==> config.mk <==
export PLATFORM = sky130hd
export DESIGN_NAME = regfile_param_flat
export DESIGN_NICKNAME = d
export VERILOG_FILES = /design/src/rtl/regfile_param_if.sv /design/src/rtl/regfile_param.sv /design/src/flat_wrapper.sv
export SDC_FILE = /design/constraint.sdc
export NUM_CORES = 1
export LEC_CHECK = 0
export CORE_MARGIN = 2
export CORE_UTILIZATION = 35
export DETAILED_ROUTE_END_ITERATION = 8
export SLEW_MARGIN = 20
export SYNTH_ARGS = -nofsm -noshare
export SYNTH_HDL_FRONTEND = slang
export SYNTH_SLANG_ARGS = --single-unit
==> constraint.sdc <==
create_clock -name clk -period 5.6 [get_ports clk]
set_input_delay 0.84 -clock clk [delete_from_list [all_inputs] [get_ports clk]]
set_output_delay 0.84 -clock clk [all_outputs]
set_load 0.02 [all_outputs]
==> src/rtl/regfile_param_if.sv <==
`default_nettype none
// ============================================================================
//  Module      : regfile_param_if
//  Description : Bundle of write, read, scoreboard and clear signals for the
//                parameterised register file. The master drives requests and
//                the slave (the register file) returns read data and status.
//  Revision    : 1.0 - initial release
// ============================================================================
interface regfile_param_if #(
    parameter int DW  = 32,
    parameter int AW  = 4,
    parameter int NRD = 3
);
    logic                  we3;
    logic [AW-1:0]         wa3;
    logic [DW-1:0]         wd3;
    logic [DW/8-1:0]       wbe;
    logic [NRD*AW-1:0]     ra;
    logic [DW-1:0]         pc_in;
    logic                  clr;
    logic                  pend_set;
    logic [AW-1:0]         pend_addr;
    logic [NRD*DW-1:0]     rd;
    logic [NRD-1:0]        rd_pend;
    logic                  busy;

    modport master (
        output we3, wa3, wd3, wbe, ra, pc_in, clr, pend_set, pend_addr,
        input  rd, rd_pend, busy
    );

    modport slave (
        input  we3, wa3, wd3, wbe, ra, pc_in, clr, pend_set, pend_addr,
        output rd, rd_pend, busy
    );
endinterface
`default_nettype wire

==> src/rtl/regfile_param.sv <==
`default_nettype none
// ============================================================================
//  Module      : regfile_param
//  Description : Multi-port register file with byte-enabled writes, write-to-
//                read bypass, a PC alias at the top index, a per-register
//                pending scoreboard and a run-time zeroing sweep.
//  Revision    : 1.0 - initial release
// ============================================================================
module regfile_param #(
    parameter int DW  = 32,
    parameter int AW  = 4,
    parameter int NRD = 3
) (
    input  logic              clk,
    input  logic              reset,
    regfile_param_if.slave    bus
);
    localparam int            DEPTH    = 2**AW;
    localparam int            NB       = DW/8;
    localparam logic [AW-1:0] TOP_IDX  = AW'(DEPTH-1);
    localparam logic [AW-1:0] LAST_IDX = AW'(DEPTH-2);

    localparam logic [0:0]    S_IDLE   = 1'b0;
    localparam logic [0:0]    S_CLEAR  = 1'b1;

    logic [0:0]     r_state;
    logic [AW-1:0]  r_cnt;
    logic [DW-1:0]  r_mem [0:DEPTH-2];
    logic [DEPTH-2:0] r_pend;
    logic [DW-1:0]  r_rd [NRD];
    logic [NRD-1:0] r_rd_pend;

    logic             w_busy;
    logic             w_wr;
    logic [DW-1:0]    w_old;
    logic [DW-1:0]    w_merged;
    logic [DEPTH-2:0] w_pend_next;

    assign w_busy = (r_state == S_CLEAR);
    // A write only lands when idle and not aimed at the PC alias
    assign w_wr   = bus.we3 && !w_busy && (bus.wa3 != TOP_IDX);

    // Merge enabled bytes of the write data over the current register value
    always_comb begin
        w_old    = (bus.wa3 == TOP_IDX) ? '0 : r_mem[bus.wa3];
        w_merged = w_old;
        for (int k = 0; k < NB; k++) begin
            if (bus.wbe[k]) begin
                w_merged[8*k +: 8] = bus.wd3[8*k +: 8];
            end
        end
    end

    // Next pending vector: the sweep clears one bit, otherwise write clears and set wins
    always_comb begin
        w_pend_next = r_pend;
        if (w_busy) begin
            w_pend_next[r_cnt] = 1'b0;
        end else begin
            if (w_wr) begin
                w_pend_next[bus.wa3] = 1'b0;
            end
            if (bus.pend_set && (bus.pend_addr != TOP_IDX)) begin
                w_pend_next[bus.pend_addr] = 1'b1;
            end
        end
    end

    // Sweep controller: reset or clr starts a sweep from entry 0
    always_ff @(posedge clk) begin
        if (reset) begin
            r_state <= S_CLEAR;
            r_cnt   <= '0;
        end else begin
            case (r_state)
                S_IDLE: begin
                    if (bus.clr) begin
                        r_state <= S_CLEAR;
                        r_cnt   <= '0;
                    end
                end
                S_CLEAR: begin
                    if (r_cnt == LAST_IDX) begin
                        r_state <= S_IDLE;
                    end
                    r_cnt <= r_cnt + 1'b1;
                end
                default: begin
                    r_state <= S_CLEAR;
                    r_cnt   <= '0;
                end
            endcase
        end
    end

    // Pending scoreboard
    always_ff @(posedge clk) begin
        if (reset) begin
            r_pend <= '0;
        end else begin
            r_pend <= w_pend_next;
        end
    end

    // Storage: the sweep zeroes one entry per cycle, otherwise normal writes
    always_ff @(posedge clk) begin
        if (!reset) begin
            if (w_busy) begin
                r_mem[r_cnt] <= '0;
            end else if (w_wr) begin
                r_mem[bus.wa3] <= w_merged;
            end
        end
    end

    // Registered read ports with PC alias and same-cycle write bypass
    always_ff @(posedge clk) begin
        if (reset) begin
            for (int i = 0; i < NRD; i++) begin
                r_rd[i] <= '0;
            end
            r_rd_pend <= '0;
        end else begin
            for (int i = 0; i < NRD; i++) begin
                if (bus.ra[i*AW +: AW] == TOP_IDX) begin
                    r_rd[i]      <= bus.pc_in;
                    r_rd_pend[i] <= 1'b0;
                end else if (w_busy) begin
                    r_rd[i]      <= '0;
                    r_rd_pend[i] <= 1'b0;
                end else begin
                    if (w_wr && (bus.wa3 == bus.ra[i*AW +: AW])) begin
                        r_rd[i] <= w_merged;
                    end else begin
                        r_rd[i] <= r_mem[bus.ra[i*AW +: AW]];
                    end
                    r_rd_pend[i] <= w_pend_next[bus.ra[i*AW +: AW]];
                end
            end
        end
    end

    for (genvar gi = 0; gi < NRD; gi++) begin : g_rd_port
        assign bus.rd[gi*DW +: DW] = r_rd[gi];
    end

    assign bus.rd_pend = r_rd_pend;
    assign bus.busy    = w_busy;

endmodule
`default_nettype wire

==> src/flat_wrapper.sv <==
// flat-port wrapper written by rule: the top's interface ports become plain ports
module regfile_param_flat 
#(
    parameter int DW  = 32,
    parameter int AW  = 4,
    parameter int NRD = 3
)
  (clk, reset, bus_we3, bus_wa3, bus_wd3, bus_wbe, bus_ra, bus_pc_in, bus_clr, bus_pend_set, bus_pend_addr, bus_rd, bus_rd_pend, bus_busy);
  regfile_param_if #(.DW(DW), .AW(AW), .NRD(NRD)) bus_i ();
  input  logic clk;
  input  logic reset;
  input wire logic [$bits(bus_i.we3)-1:0] bus_we3;
  input wire logic [$bits(bus_i.wa3)-1:0] bus_wa3;
  input wire logic [$bits(bus_i.wd3)-1:0] bus_wd3;
  input wire logic [$bits(bus_i.wbe)-1:0] bus_wbe;
  input wire logic [$bits(bus_i.ra)-1:0] bus_ra;
  input wire logic [$bits(bus_i.pc_in)-1:0] bus_pc_in;
  input wire logic [$bits(bus_i.clr)-1:0] bus_clr;
  input wire logic [$bits(bus_i.pend_set)-1:0] bus_pend_set;
  input wire logic [$bits(bus_i.pend_addr)-1:0] bus_pend_addr;
  output wire logic [$bits(bus_i.rd)-1:0] bus_rd;
  output wire logic [$bits(bus_i.rd_pend)-1:0] bus_rd_pend;
  output wire logic [$bits(bus_i.busy)-1:0] bus_busy;
  assign bus_i.we3 = bus_we3;
  assign bus_i.wa3 = bus_wa3;
  assign bus_i.wd3 = bus_wd3;
  assign bus_i.wbe = bus_wbe;
  assign bus_i.ra = bus_ra;
  assign bus_i.pc_in = bus_pc_in;
  assign bus_i.clr = bus_clr;
  assign bus_i.pend_set = bus_pend_set;
  assign bus_i.pend_addr = bus_pend_addr;
  assign bus_rd = bus_i.rd;
  assign bus_rd_pend = bus_i.rd_pend;
  assign bus_busy = bus_i.busy;
  regfile_param #(.DW(DW), .AW(AW), .NRD(NRD)) u_core (.clk(clk), .reset(reset), .bus(bus_i));
endmodule
==> metrics.md <==
| Metric | Value |
|---|---|
| Fraction of layout cells with a size suffix above 1 | 26.2% |
| Crit path depth | 6 |
| First-pass GRT wire length | 178000 µm |
| Initial core utilization | 35.3% |
| Max Buffers Root-to-Sink | 3 |
| CTS tree | yes |
| Clk_lat worst skew | 630 ps |
| VDD IR max | 0.240 mV |
| Crit path DAT | 4140 ps |
| Top sig layer | met5 |
| CP Cell Sequence | clkdlybuf4s50_1 -> nor4bb_1 -> nand2_1 -> o32a_1 -> nor2_4 -> buf_12 |
| Met3 routed wirelength | 13500 µm |
| Vias in the first global route | 25700 |
| Hold slack | 627 ps |
| Total power | 11.0 mW |
| # setup viols final | 0 |
| Fill cell count | 9322 |
| Met1 wire length | 46700 µm |
| Core Box Area | 104000 µm² |
| Dpl cell area | 40300 µm² |
| Async set-reset flop share out of synthesis | 0% |
| Power Dens Cells | 259 nW/µm² |
| Design Area, Final | 42700 µm² |
| Layout Skew | 30.7 ps |
| Fin crit period | 3830 ps |
| Yosys cell types | 67 |
| Crit Path Max Fanout | 17 |
| Critical path's top delay family | simple AND/OR/NAND/NOR gates |
| HPWL after detailed placement | 77400 µm |
| Die H | 327 µm |
| Top_reg_cell synth | edfxtp_1 |
| Depth of the worst hold-timing path | 3 |
| CTS resizes | 0 |
| Hold Fails Final Rpt | 0 |
| Inserted Clock Buffers | 68 |
| Buf/Inv on CP | 2 |
| Slew @ Worst Pin | 1110 ps |
| Mean post-synth cell area | 15.0 µm² |
| Post-CTS setup buffer count | 0 |
| Setup TNS | 0 ps |
| Max Slew Vio Count | 0 |
| Fin crit share | 68.4% |
| Synthesized cell area | 36600 µm² |
| DRT Pass-1 Iters | 6 |
| Slowest stage cell, crit path | nor4bb_1 |
| Drt wl/cell | 30.4 µm |
| EDFF count, synth | 576 |
| Met2 wire length | 57600 µm |
| Post-route DRC | 0 |
| DRT iter0 DRCs | 3618 |
| Sequential-to-total area share from yosys stat | 48.5% |
| Initial antenna violation count | 2 |
| Fin util | 41.2% |
| RSZ-0062 raised after global routing | false |
| Clk pin slew, worst setup/hold paths | 60 ps |
| Maxcap violations | 0 |
| Synth Warn # | 0 |
| Setup CP Type | in -> reg |
| Status | finished, final reports clean |
| Crit-path max cell delay | 930 ps |
| Total wire length | 124000 µm |
| Ant. Diodes | 0 |
| Flops & latches, synth | 599 |
| DR vias | 25800 |
| Row cnt | 118 |
| H-tree levels | 3 |
| Global Route Usage Sum | 22.8% |
| CP required | 5910 ps |
| Grt total ovfl | 0 |
| Cts hold-fix bufs | 0 |
| Cells after synthesis | 2435 |
| FMAX | 0.261 GHz |
| Final-stage net count | 2733 |
| Die area | 107000 µm² |
| CP endpoint kind | flop |
| Synth-to-layout area growth | 16.7% |
| I/O Pins | 193 |
| Final antenna-violating net count | 0 |
| CTS root buffer | clkbuf_16 |
| Final Wtd Congestion | 0.890 |
| Min-Delay Path Class | reg -> reg |
| Die width | 327 µm |
| Via-to-Cell Ratio | 6.35 |
| Port buffer count | 192 |
| Largest net degree at the start of global routing | 71 |
| Crit path launch type | primary input |
| Slew headroom | 25.6% |
| Leak | 14.4 nW |
| R2R depth | 6 |
| Clock sink count | 599 |
-- per-stage QoR --
step | worst slack [ps] | instances
2_1_floorplan | 1800 | 2530
3_3_place_gp | 1320 | 3946
3_5_place_dp | 1310 | 3946
4_1_cts | 1950 | 4069
5_1_grt | 1730 | 4069
6_report | 1770 | 4069
-- cell families (layout without fill, tap and decap cells) --
group	after synthesis	in the layout	share of synthesized area [%]
simple gates	403	403	5.38
buf+inv	248	407	3.23
compound gates	499	499	7.86
other cells	1	96	0.0102
fa+ha+maj	4	4	0.137
xor+xnor	12	12	0.287
mux	669	669	34.6
flops	599	599	48.5
-- layout make-up --
class                   count  area, µm²  area share [%]
clock buffers              76       1800            4.20
clock inverters            47        572            1.34
inverters                  23       87.6           0.205
repair buffers            261       2610            6.12
well taps                1380       1730            4.04
multi-input cells        1683      18200            42.5
flip-flops and latches    599      17800            41.6
-- synthesized netlist by cell type, drive strengths merged, types with 3 or more instances --
cell / count / area, µm²
nand4b: 3 / 26.3
nand2b: 9 / 56.3
o22ai: 32 / 200
o21ai: 252 / 1260
or2: 15 / 93.8
buf: 121 / 706
nor2: 83 / 312
o31a: 4 / 35.0
inv: 22 / 82.6
nand4: 5 / 31.3
nor2b: 77 / 482
nand3b: 3 / 22.5
o211a: 3 / 30.0
clkbuf: 104 / 390
mux4: 476 / 10700
edfxtp: 576 / 17300
and3: 6 / 37.5
a21oi: 100 / 500
o211ai: 22 / 165
a22oi: 32 / 240
a21o: 3 / 22.5
a221o: 3 / 30.0
mux2i: 193 / 1930
a211oi: 9 / 67.6
nor3: 6 / 30.0
dfxtp: 23 / 460
nand3: 10 / 50.1
o21a: 11 / 82.6
and3b: 8 / 70.1
xor2: 12 / 105
nand2: 155 / 582
nor4: 3 / 18.8
a21boi: 3 / 26.3
and2: 7 / 43.8
nor3b: 6 / 45.0
a31oi: 4 / 25.0
ha: 4 / 50.1
-- power breakdown --
group	internal, mW	total, mW	switching (mW)	leakage (nW)
Sequential	4.93	4.98	0.0530	6.21
Clock	2.87	4.81	1.93	1.15
Combinational	0.562	1.25	0.691	7.04
Total	8.37	11.0	2.68	14.4
-- placed cells by master (no fill, tap or decap), types with 56 or more instances in the layout --
cell             instances
mux4_2                 476
clkbuf_16               71
nand2_1                153
mux2i_1                193
edfxtp_1               576
a21oi_1                100
nor2_1                  66
nor2b_1                 76
conb_1                  96
buf_4                   56
o21ai_0                232
clkdlybuf4s50_1        179
-- sequential cells by signal (all words and copies together), names as in the netlist --
register,flops
u_core.r_rd,96
u_core.r_pend,15
u_core.bus.rd_pend,3
u_core.bus.busy,1
u_core.r_cnt,4
u_core.r_mem,480
-- worst register-to-register path: stages (launching register included) --
cell and delay (ps):
dfxtp_1 310, buf_4 250, nor4bb_1 890, nand2_1 190, o32a_1 370, nor2_4 860
buf_12 280
-- path summary, 6_finish.rpt --
| path | from | end | slack (ps) |
|---|---|---|---|
| max reg2reg | u_core.bus.busy$_SDFF_PP1_ | u_core.r_mem[10][21]$_DFFE_PP_ | 2120 |
| max | reset | u_core.r_mem[10][21]$_DFFE_PP_ | 1770 |
| min | u_core.r_pend[14]$_SDFF_PP0_ | u_core.r_pend[14]$_SDFF_PP0_ | 630 |
| min reg2reg | u_core.r_pend[14]$_SDFF_PP0_ | u_core.r_pend[14]$_SDFF_PP0_ | 630 |
-- metal layers --
layer | track usage [%] | up-vias
met5 | 0 | -
met1 | 30.3 | 13200
met4 | 10.9 | 2
met2 | 35.7 | 1847
li1 | - | 10400
met3 | 4.98 | 345
No activity file was read; power rests on OpenSTA's default activity.
